### src/rtl/demux_router_pkg.sv
// demux_router_pkg: sizes shared by the demux, mux and FIFO blocks of the link.
// Latency: n/a (constants and a decode helper only).
// Backpressure: n/a.
package demux_router_pkg;

  // Channel fan-out and the selector width needed to address it.
  localparam int NUM_CH   = 4;
  localparam int SEL_BITS = 2;

  // Default widths; each block may override them through its parameters.
  localparam int DATA_BITS_DEF = 4;
  localparam int CNT_BITS_DEF  = 8;

  // One-hot decode of a channel selector.
  function automatic logic [NUM_CH-1:0] sel_decode(input logic [SEL_BITS-1:0] sel);
    logic [NUM_CH-1:0] onehot;
    onehot      = '0;
    onehot[sel] = 1'b1;
    return onehot;
  endfunction

endpackage

### src/rtl/demux_router_canal.sv
// demux_canal: one output channel register of the demux with load/drain control.
// Latency: a word loaded at edge N is presented in cycle N+1.
// Backpressure: holds dout/valid while pausa=1; libre tells the top a load is safe.
//
// Ports:
//   clk, reset   clock and synchronous active-high reset
//   load         write din into the channel on this edge (only when libre=1)
//   din          word to store
//   pausa        downstream cannot take the word this cycle
//   dout         registered channel data
//   valid        the register holds an undelivered word
//   libre        channel can accept a word this edge (empty or draining)
module demux_canal
  import demux_router_pkg::*;
#(
  parameter int DATA_BITS = DATA_BITS_DEF
) (
  input  logic                 clk,
  input  logic                 reset,
  input  logic                 load,
  input  logic [DATA_BITS-1:0] din,
  input  logic                 pausa,
  output logic [DATA_BITS-1:0] dout,
  output logic                 valid,
  output logic                 libre
);

  logic [DATA_BITS-1:0] r_dout;
  logic                 r_valid;

  // A load takes priority over a drain so a word arriving while the old one
  // leaves keeps valid high with no bubble.
  always_ff @(posedge clk) begin
    if (reset) begin
      r_dout  <= '0;
      r_valid <= 1'b0;
    end else if (load) begin
      r_dout  <= din;
      r_valid <= 1'b1;
    end else if (r_valid && !pausa) begin
      // Drain: data is left as-is, only the valid flag clears.
      r_valid <= 1'b0;
    end
  end

  assign dout  = r_dout;
  assign valid = r_valid;
  assign libre = !r_valid || !pausa;

endmodule

### src/rtl/demux_router.sv
// demux_router: registered 1:4 demux steering one word per cycle to a channel register.
// Latency: one cycle from accept edge to salidaK/validK.
// Backpressure: entrada_ready follows only the addressed channel; paused channels hold.
//
// Ports:
//   clk, reset               clock and synchronous active-high reset
//   enb                      block enable; low blocks new accepts, drains continue
//   entrada, entrada_valid   input word and its valid
//   selector                 destination channel 0..3
//   entrada_ready            combinational accept indication for the addressed channel
//   salida0..3, valid0..3    registered channel data and valid
//   pausa0..3                per-channel downstream stall
//   contador                 wrap-around count of accepted words
module demux_router
  import demux_router_pkg::*;
#(
  parameter int DATA_BITS = DATA_BITS_DEF,
  parameter int CNT_BITS  = CNT_BITS_DEF
) (
  input  logic                 clk,
  input  logic                 reset,
  input  logic                 enb,
  input  logic [DATA_BITS-1:0] entrada,
  input  logic                 entrada_valid,
  input  logic [SEL_BITS-1:0]  selector,
  output logic                 entrada_ready,
  output logic [DATA_BITS-1:0] salida0,
  output logic [DATA_BITS-1:0] salida1,
  output logic [DATA_BITS-1:0] salida2,
  output logic [DATA_BITS-1:0] salida3,
  output logic                 valid0,
  output logic                 valid1,
  output logic                 valid2,
  output logic                 valid3,
  input  logic                 pausa0,
  input  logic                 pausa1,
  input  logic                 pausa2,
  input  logic                 pausa3,
  output logic [CNT_BITS-1:0]  contador
);

  logic [NUM_CH-1:0]    w_pausa;
  logic [NUM_CH-1:0]    w_libre;
  logic [NUM_CH-1:0]    w_valid;
  logic [NUM_CH-1:0]    w_load;
  logic [DATA_BITS-1:0] w_dout [NUM_CH];
  logic                 w_accept;
  logic [CNT_BITS-1:0]  r_contador;

  assign w_pausa = {pausa3, pausa2, pausa1, pausa0};

  // Ready looks only at the addressed channel, so a stalled neighbour never
  // blocks traffic headed elsewhere.
  assign entrada_ready = enb && w_libre[selector];
  assign w_accept      = entrada_valid && entrada_ready;
  assign w_load        = w_accept ? sel_decode(selector) : '0;

  for (genvar g = 0; g < NUM_CH; g++) begin : g_canal
    demux_canal #(
      .DATA_BITS (DATA_BITS)
    ) u_canal (
      .clk   (clk),
      .reset (reset),
      .load  (w_load[g]),
      .din   (entrada),
      .pausa (w_pausa[g]),
      .dout  (w_dout[g]),
      .valid (w_valid[g]),
      .libre (w_libre[g])
    );
  end

  // Accepted-word statistics; wraps silently at 2^CNT_BITS.
  always_ff @(posedge clk) begin
    if (reset) begin
      r_contador <= '0;
    end else if (w_accept) begin
      r_contador <= r_contador + CNT_BITS'(1);
    end
  end

  assign contador = r_contador;
  assign salida0  = w_dout[0];
  assign salida1  = w_dout[1];
  assign salida2  = w_dout[2];
  assign salida3  = w_dout[3];
  assign valid0   = w_valid[0];
  assign valid1   = w_valid[1];
  assign valid2   = w_valid[2];
  assign valid3   = w_valid[3];

endmodule
### config.mk
export PLATFORM = sky130hd
export DESIGN_NAME = demux_router
export DESIGN_NICKNAME = d
export VERILOG_FILES = /design/src/rtl/demux_router_pkg.sv /design/src/rtl/demux_router_canal.sv /design/src/rtl/demux_router.sv
export SDC_FILE = /design/constraint.sdc
export NUM_CORES = 1
export LEC_CHECK = 0
export BUFFER_PORTS_ARGS = -buffer_cell sky130_fd_sc_hd__buf_2
export CAP_MARGIN = 20
export CELL_PAD_IN_SITES_DETAIL_PLACEMENT = 1
export CELL_PAD_IN_SITES_GLOBAL_PLACEMENT = 1
export CORE_MARGIN = 5
export CORE_UTILIZATION = 38
export DETAILED_ROUTE_END_ITERATION = 10
export PLACE_DENSITY_LB_ADDON = 0.3
export RECOVER_POWER = 100
export SYNTH_ARGS = -nofsm -noshare
export SYNTH_HDL_FRONTEND = slang
export SYNTH_HIERARCHICAL = 1
export SYNTH_SLANG_ARGS = --single-unit
### constraint.sdc
create_clock -name clk -period 5.1 [get_ports clk]
set_input_delay 0.765 -clock clk [delete_from_list [all_inputs] [get_ports clk]]
set_output_delay 0.765 -clock clk [all_outputs]
set_load 0.1 [all_outputs]
==> flow_metrics.py, run 1 <==
metrics = {
    "floorplanning": {
        "start_util_pct": 39.6,
        "core_um2": 3080,
        "die_area_um2": 4440,
        "fp.dieW_um": 66.7,
        "ios": 43,
        "fp-row-count": 20,
        "die_h_um": 66.7,
    },
    "global_route": {
        "met3_usage_pct": 2.36,
        "grt_overflow": 0,
        "busiest_layer": "met2",
        "grt_util_all_layers_pct": 13.9,
        "grt_use_met1_pct": 16.4,
        "grt_pass1_wl_um": 4790,
        "grt_max_degree": 33,
        "grtUsageMet2_pct": 24.9,
        "grt_antenna_before_repair": 0,
        "grt_pass1_vias": 1081,
    },
    "synthesis": {
        "netlist_instances": 128,
        "synth_edf_count": 0,
        "synth_top_flop_cell": "dfxtp_1",
        "synth.distinct_cells": 27,
        "synth_seq_area_share_pct": 45.9,
        "synth_nets": 143,
        "syn_area_um2": 1220,
        "avgSynthCellArea_um2": 9.53,
        "ys_warn_count": 6,
        "synth_async_sr_flop_share_pct": 0,
        "synth.ff_latch_count": 28,
    },
    "timing": {
        "fin_crit_ps": 3080,
        "slew_headroom_pct": 21.3,
        "fin_setup_tns_ps": 0,
        "final-setup-viol-count": 0,
        "hold_violations": 0,
        "fmax_ghz": 0.324,
        "clock_skew_ps": 6.13,
        "rsz0062_at_grt": "false",
        "worst_slew_pin_slew_ps": 1180,
        "final_max_slew_viol_count": 0,
        "finalWorstSetupSlack_ps": 2020,
        "period_share_pct": 60.5,
    },
    "drt": {
        "drtIter0Drc": 25,
        "postRouteWirelength_um": 2990,
        "dr.pass1.iters": 4,
        "ant_nets": 0,
        "routed_via_density": 4.93,
        "drc": 0,
        "num_vias": 1040,
        "post_drt_wl_per_cell_um": 14.2,
    },
    "cts": {
        "clock_sinks": 28,
        "cts_max_level": 1,
        "cts_hold_buf": 0,
        "cts_root_buffer": "clkbuf_4",
        "ctsResizeCount": 0,
        "insertion_delay_ps": 330,
        "tritoncts": "yes",
        "cts_buffers": 3,
        "clkTransAtPathRegs_ps": 150,
        "postCtsSetupBuffers": 0,
        "ctsLongestPathBuffers": 2,
    },
    "finish": {
        "areaGrowthSynthToFinish_pct": 16.7,
        "layout-drive-gt1-share_pct": 10.2,
        "antenna_cells": 0,
        "fin_nets": 183,
        "stdcell_area_um2": 1420,
    },
    "setup_path": {
        "cp-end-kind": "output pin",
        "slowest_stage": "clkbuf_1",
        "crit_start": "selector[0]",
        "timing.rr.start": "g_canal[3].u_canal/valid$_SDFFE_PP0P_",
        "cp_top_family": "buffers and inverters",
        "crit_fanout": 5,
        "crit_path_cell_trace": "buf_2 -> or2b_2 -> o22a_1 -> inv_1 -> clkbuf_1",
        "max_stage_delay_ps": 860,
        "crit_required_ps": 4340,
        "path_buf_inv": 3,
        "worstSetupStartpointType": "primary input",
        "worst-setup-path-type": "in -> out",
        "crit_arrival_ps": 2320,
    },
    "place": {
        "routabilityCongestion": 0.736,
        "pre_cts_ws_ps": 2390,
        "hpwl_um": 2260,
        "placed_cell_area_um2": 1420,
        "port-buffer-count": 42,
    },
    "pwr": {
        "ir_worst_vdd_v": 0.000116,
        "leakage_nw": 0.535,
        "power.density_nw_per_um2": 310,
        "fin_total_pwr_w": 0.000441,
    },
    "run_status": {
        "status": "finished clean",
    },
    "flow_run": {
        "cap_violations": 0,
    },
    "min_path": {
        "hold_path.class": "reg -> reg",
        "holdCritStartpoint": "g_canal[2].u_canal/dout[1]$_SDFFE_PP0P_",
    },
}
[cell usage after synthesis, types with 2 or more instances]
cell,instances,area [um^2]
a21oi_1,8,40.0
a21oi_2,3,26.3
buf_6,4,45.0
dfxtp_1,28,561
inv_1,2,7.51
mux2_1,4,45.0
mux2i_1,18,180
nand2_1,6,22.5
nand3_1,5,25.0
nand4_1,2,12.5
nor2_1,28,105
nor2b_1,4,25.0
or3b_1,2,17.5
[area by class of cell]
class                           count  area [um^2]
Fill cell                         405         1650
Multi-Input combinational cell     91          576
Sequential cell                    28          561
Timing Repair Buffer               42          173
Tap cell                           44         55.1
Clock inverter                      1         30.0
Clock buffer                        3         22.5
Inverter                            2         7.51
[tightest hold or removal path, cell delays in order (launching register included)]
cell	delay, ps
dfxtp_1	350
mux2i_1	60
nor2_1	80
[through the flow]
stage / hold slack (ps) / util [%] / std cells
finish: 515 / 46.3 / 211
global route: 547 / 46.3 / 211
CTS: 518 / 48.0 / 211
detailed placement: 482 / 46.3 / 207
global placement: 458 / 46.3 / 207
floorplan: 837 / - / 128
[final timing paths]
kind / depth (start not counted) / to / slack (ps)
min reg2reg: 2 / g_canal[2].u_canal/dout[1]$_SDFFE_PP0P_ / 520
max: 5 / entrada_ready / 2020
min: 2 / g_canal[2].u_canal/dout[1]$_SDFFE_PP0P_ / 520
max reg2reg: 6 / g_canal[3].u_canal/dout[2]$_SDFFE_PP0P_ / 3050
[kinds of logic (layout without fill, tap and decap cells)]
logic type / Yosys count / after routing / synth area share (%)
AOI/OAI and AO/OA: 17 / 17 / 9.54
and+or+nand+nor: 51 / 51 / 19.4
DFF: 28 / 28 / 45.9
buffers and inverters: 9 / 48 / 5.64
muxes: 22 / 22 / 18.5
adders and majority gates: 1 / 1 / 1.03
[where the power goes]
part           internal, W  switching (W)
clock            0.0000795      0.0000664
sequential        0.000223     0.00000360
combinational    0.0000131      0.0000552
[metal layers]
| metal | wire [um] | part of all wire [%] |
|---|---|---|
| met1 | 1350 | 45 |
| met2 | 1490 | 50 |
| met3 | 126 | 4.2 |
| met4 | 18 | 0.60 |
| met5 | 0 | 0 |
[registers in the layout (all words and copies together), names as in the netlist]
name,flops
contador,8
g_canal.u_canal/dout,16
g_canal.u_canal/valid,4
[cell usage in the layout (no fill, tap or decap), types with 2 or more instances in the layout]
| master | n |
|---|---|
| clkbuf_4 | 3 |
| mux2_1 | 4 |
| nor2_1 | 28 |
| nor2b_1 | 4 |
| clkbuf_1 | 30 |
| dfxtp_1 | 28 |
| inv_1 | 2 |
| nand4_1 | 2 |
| nand3_1 | 5 |
| nand2_1 | 6 |
| a21oi_1 | 11 |
| buf_2 | 12 |
| or3b_1 | 2 |
| mux2i_1 | 18 |
Power figures use the tool's default switching activity.
==> run 2, diff against run 1 <==
--- a/config.mk
+++ b/config.mk
@@ -10,7 +10,7 @@
 export CELL_PAD_IN_SITES_DETAIL_PLACEMENT = 1
 export CELL_PAD_IN_SITES_GLOBAL_PLACEMENT = 1
 export CORE_MARGIN = 5
-export CORE_UTILIZATION = 38
+export CORE_UTILIZATION = 32
 export DETAILED_ROUTE_END_ITERATION = 10
 export PLACE_DENSITY_LB_ADDON = 0.3
 export RECOVER_POWER = 100
==> constraint.sdc (replaced) <==
create_clock -name clk -period 2.7 [get_ports clk]
set_input_delay 0.405 -clock clk [delete_from_list [all_inputs] [get_ports clk]]
set_output_delay 0.405 -clock clk [all_outputs]
set_load 0.1 [all_outputs]
==> run 2 against run 1 <==
Against the previous run: sequential share of layout area down 0.48 points; count of clock-buffer cells in the layout up 1; register-to-register slack worse by 2300 ps; die area up 16%; power up 85%; non-clock buffer count up 2; worst hold slack worse by 140 ps; setup slack worse by 1300 ps; clock skew down 1.4 ps.
==> flow_metrics.py, run 2 (synthesized netlist as in run 1, its figures left out) <==
metrics = {
    "timing": {
        "final_max_slew_viol_count": 0,
        "clock_skew_ps": 4.77,
        "final-setup-viol-count": 0,
        "slew_headroom_pct": 21.2,
        "fin_crit_ps": 2030,
        "fmax_ghz": 0.493,
        "worst_slew_pin_slew_ps": 1190,
        "hold_violations": 0,
        "period_share_pct": 75.2,
        "finalWorstSetupSlack_ps": 671,
        "fin_setup_tns_ps": 0,
        "rsz0062_at_grt": "false",
    },
    "cts": {
        "cts_root_buffer": "clkbuf_8",
        "ctsResizeCount": 0,
        "insertion_delay_ps": 270,
        "cts_max_level": 1,
        "clkTransAtPathRegs_ps": 90,
        "postCtsSetupBuffers": 0,
        "cts_buffers": 3,
        "ctsLongestPathBuffers": 2,
        "clock_sinks": 28,
        "tritoncts": "yes",
        "cts_hold_buf": 0,
    },
    "floorplanning": {
        "fp-row-count": 22,
        "die_area_um2": 5150,
        "start_util_pct": 33.1,
        "fp.dieW_um": 71.7,
        "core_um2": 3690,
        "ios": 43,
        "die_h_um": 71.7,
    },
    "place": {
        "pre_cts_ws_ps": 532,
        "port-buffer-count": 42,
        "routabilityCongestion": 0.695,
        "hpwl_um": 2360,
    },
    "setup_path": {
        "slowest_stage": "clkbuf_1",
        "crit_required_ps": 2300,
        "cp.depth": 1,
        "crit_path_cell_trace": "clkbuf_1",
        "path_buf_inv": 1,
        "crit_arrival_ps": 1620,
        "worst-setup-path-type": "reg -> out",
        "ff2ff_path_depth": 7,
        "worstSetupStartpointType": "flip-flop",
        "crit_fanout": 7,
        "cp_top_family": "buffers and inverters",
        "max_stage_delay_ps": 890,
        "cp-end-kind": "output pin",
    },
    "min_path": {
        "holdPathStages": 3,
        "hold_path.class": "in -> reg",
    },
    "finish": {
        "fin_nets": 185,
        "layout_common_cells": "clkbuf_1 (30), nor2_1 (28), dfxtp_1 (28), mux2i_1 (18), buf_2 (14)",
        "areaGrowthSynthToFinish_pct": 18.2,
        "layout-drive-gt1-share_pct": 11.2,
        "final_common_cell": "clkbuf_1",
        "antenna_cells": 0,
        "largest_reg_flops": 16,
        "final_core_util_pct": 39.1,
    },
    "drt": {
        "post_drt_wl_per_cell_um": 13.8,
        "postRouteWirelength_um": 3000,
        "drtIter0Drc": 25,
        "num_vias": 1040,
        "drc": 0,
        "dr.pass1.iters": 4,
        "ant_nets": 0,
        "routed_via_density": 4.79,
    },
    "global_route": {
        "grt_max_degree": 33,
        "grt_antenna_before_repair": 0,
        "grt_overflow": 0,
        "grt_pass1_wl_um": 5210,
        "grt_pass1_vias": 1134,
        "grt_util_all_layers_pct": 12.6,
    },
    "flow_run": {
        "cap_violations": 0,
    },
    "run_status": {
        "status": "finished clean",
    },
    "pwr": {
        "leakage_nw": 0.544,
        "ir_worst_vdd_v": 0.000172,
        "power.density_nw_per_um2": 565,
    },
}
run 2: cell types whose count changed in the layout (fill, tap and decap cells not counted), sizes merged:
cell,before,now
buf,12,14
bufinv,1,0
clkbuf,33,34
run 2: layer usage:
| layer | GRT usage [%] | vias to the layer above | wire [um] |
|---|---|---|---|
| li1 | - | 515 | - |
| met1 | 16.4 | 484 | 1360 |
| met2 | 19.4 | 33 | 1350 |
| met3 | 3.79 | 8 | 218 |
| met4 | 5.43 | 0 | 74 |
| met5 | 0 | - | 0 |
run 2: report_power, final:
group          total [W]  leakage [nW]  switching, W  internal [W]
logic           0.000130         0.289      0.000104     0.0000256
clock network   0.000257        0.0288      0.000126      0.000131
registers       0.000428         0.227    0.00000687      0.000421
total           0.000814         0.544      0.000237      0.000577
run 2: final timing paths:
check | startpoint | end | slack, ps
setup / recovery | contador[0]$_SDFFE_PP0P_ | contador[0] | 670
hold reg to reg | contador[7]$_SDFFE_PP0P_ | contador[7]$_SDFFE_PP0P_ | 490
setup reg to reg | g_canal[2].u_canal/valid$_SDFFE_PP0P_ | g_canal[0].u_canal/dout[0]$_SDFFE_PP0P_ | 740
hold / removal | pausa1 | g_canal[1].u_canal/valid$_SDFFE_PP0P_ | 370
run 2: area by class of cell:
cell class                 instances  area, um^2
sequential                        28         561
fill                             480        2250
clock buffer                       4        55.1
inverter                           2        7.51
timing repair buffer              44         183
multi-input combinational         91         576
tap                               48        60.1
run 2: per-stage QoR:
step	hold WS [ps]	std cells	total power, W	instance area, um^2
CTS	375	217	0.000829	1500
floorplan	477	128	0.000539	1220
global route	388	217	0.000856	1440
global placement	458	213	0.000570	1440
detailed placement	485	213	0.000572	1440
finish	373	217	0.000814	1440
==> run 3, diff against run 2 <==
--- a/config.mk
+++ b/config.mk
@@ -10,7 +10,7 @@
 export CELL_PAD_IN_SITES_DETAIL_PLACEMENT = 1
 export CELL_PAD_IN_SITES_GLOBAL_PLACEMENT = 1
 export CORE_MARGIN = 5
-export CORE_UTILIZATION = 32
+export CORE_UTILIZATION = 35
 export DETAILED_ROUTE_END_ITERATION = 10
 export PLACE_DENSITY_LB_ADDON = 0.3
 export RECOVER_POWER = 100
==> constraint.sdc (replaced) <==
create_clock -name clk -period 1.9 [get_ports clk]
set_input_delay 0.285 -clock clk [delete_from_list [all_inputs] [get_ports clk]]
set_output_delay 0.285 -clock clk [all_outputs]
set_load 0.1 [all_outputs]
==> run 3 against run 2 <==
Against the previous run: sequential share of layout area decreased by 1.3 points; wire length grew 8.4%; setup slack got worse by 570 ps; global-route usage grew 1.6 points; combinational power increased by 52%; sequential power up 43%; first-iteration DRC count decreased by 4.0%; critical path type is now reg -> reg.
==> flow_metrics.py, run 3 (synthesized netlist as in run 1, its figures left out) <==
metrics = {
    "timing": {
        "fmax_ghz": 0.556,
        "fin_crit_ps": 1800,
        "worst_slew_pin_slew_ps": 567,
        "final-setup-viol-count": 0,
        "rsz0062_at_grt": "false",
        "clock_skew_ps": 1.61,
        "period_share_pct": 94.7,
        "fin_setup_tns_ps": 0,
        "final_max_slew_viol_count": 0,
        "slew_headroom_pct": 62.3,
        "hold_violations": 0,
    },
    "floorplanning": {
        "die_area_um2": 4770,
        "start_util_pct": 36.3,
        "core_um2": 3360,
        "fp.dieW_um": 69.0,
        "fp-row-count": 21,
        "ios": 43,
        "die_h_um": 69.0,
    },
    "finish": {
        "largest_reg_flops": 16,
        "layout-drive-gt1-share_pct": 34.1,
        "fin_nets": 192,
        "antenna_cells": 0,
        "areaGrowthSynthToFinish_pct": 24.3,
        "layout_common_cells": "nor2_1 (28), clkbuf_2 (28), dfxtp_1 (20), mux2i_1 (18), buf_2 (13)",
    },
    "min_path": {
        "hold_path.class": "in -> reg",
        "holdCritStartpoint": "pausa3",
    },
    "global_route": {
        "grt_pass1_vias": 1183,
        "grt_max_degree": 23,
        "grt_util_all_layers_pct": 14.2,
        "grt_overflow": 0,
        "grt_antenna_before_repair": 0,
        "grt_pass1_wl_um": 5660,
    },
    "cts": {
        "ctsResizeCount": 0,
        "clkTransAtPathRegs_ps": 150,
        "insertion_delay_ps": 330,
        "cts_max_level": 1,
        "cts_hold_buf": 0,
        "postCtsSetupBuffers": 0,
        "clock_sinks": 28,
        "tritoncts": "yes",
        "cts_buffers": 3,
        "cts_root_buffer": "clkbuf_4",
        "ctsLongestPathBuffers": 2,
    },
    "setup_path": {
        "cp-end-kind": "flip-flop",
        "cp_top_family": "simple AND/OR/NAND/NOR gates",
        "crit_fanout": 5,
        "max_stage_delay_ps": 430,
        "crit_required_ps": 2150,
        "slowest_stage": "or3b_1",
        "worstSetupStartpointType": "flip-flop",
        "timing.rr.start": "g_canal[2].u_canal/valid$_SDFFE_PP0P_",
        "path_buf_inv": 1,
        "crit_arrival_ps": 2040,
        "crit_path_cell_trace": "nand2_1 -> mux2i_1 -> or3b_1 -> nor2_1 -> clkbuf_1 -> mux2i_1 -> nor2_1",
        "crit_start": "g_canal[2].u_canal/valid$_SDFFE_PP0P_",
        "worst-setup-path-type": "reg -> reg",
    },
    "pwr": {
        "fin_total_pwr_w": 0.00111,
        "ir_worst_vdd_v": 0.000317,
        "power.density_nw_per_um2": 731,
        "leakage_nw": 0.661,
    },
    "drt": {
        "postRouteWirelength_um": 3250,
        "drtIter0Drc": 24,
        "drc": 0,
        "post_drt_wl_per_cell_um": 14.6,
        "routed_via_density": 4.98,
        "num_vias": 1106,
        "dr.pass1.iters": 3,
        "ant_nets": 0,
    },
    "place": {
        "routabilityCongestion": 0.779,
        "port-buffer-count": 42,
        "hpwl_um": 2520,
    },
    "flow_run": {
        "cap_violations": 0,
    },
    "run_status": {
        "status": "finished clean",
    },
}
[run 3: cell count changes in the layout (fill, tap and decap cells not counted), sizes merged]
cell | previous run | this run
buf | 14 | 18
clkbuf | 34 | 37
[run 3: worst paths after layout]
kind | end | slack [ps] | cells after the start
max | g_canal[0].u_canal/dout[1]$_SDFFE_PP0P_ | 100 | 7
min | g_canal[3].u_canal/valid$_SDFFE_PP0P_ | 200 | 3
max reg2reg | g_canal[0].u_canal/dout[1]$_SDFFE_PP0P_ | 100 | 7
min reg2reg | contador[7]$_SDFFE_PP0P_ | 500 | 2
[run 3: layout make-up]
| class | instances | area, um^2 |
|---|---|---|
| multi-input cells | 91 | 579 |
| inverters | 2 | 7.51 |
| fillers | 428 | 1850 |
| well taps | 46 | 57.6 |
| clock buffers | 4 | 36.3 |
| flip-flops and latches | 28 | 571 |
| repair buffers | 51 | 265 |
[run 3: power by group]
| part | leakage, nW | internal, W | switching [W] |
|---|---|---|---|
| Sequential | 0.230 | 0.000600 | 0.0000103 |
| Clock | 0.0210 | 0.000117 | 0.000182 |
| Combinational | 0.410 | 0.0000462 | 0.000152 |
[run 3: stage by stage]
| step | instance area (um^2) | util, % | worst slack [ps] | hold slack (ps) | std cells |
|---|---|---|---|---|---|
| 5_1_grt | 1520 | 45.1 | 37.1 | 216 | 222 |
| 6_report | 1520 | 45.1 | 101 | 201 | 222 |
| 3_5_place_dp | 1520 | 45.2 | 2.38 | 479 | 218 |
| 2_1_floorplan | 1230 | - | 112 | 350 | 128 |
| 3_3_place_gp | 1520 | 45.2 | 58.3 | 455 | 218 |
| 4_1_cts | 1560 | 46.3 | 106 | 186 | 222 |
[run 3: worst register-to-register path: cells and delay by family (launching register included)]
kind	cells	cell delay [ps]
AND/OR/NAND/NOR	4	690
flip-flops	1	370
multiplexers	2	340
buffers and inverters	1	320
[run 3: routing by layer]
metal	part of all wire [%]	GRT usage [%]
met1	42	15.8
met2	52	26.5
met3	5.0	3.05
met4	0.65	4.56
met5	0	0
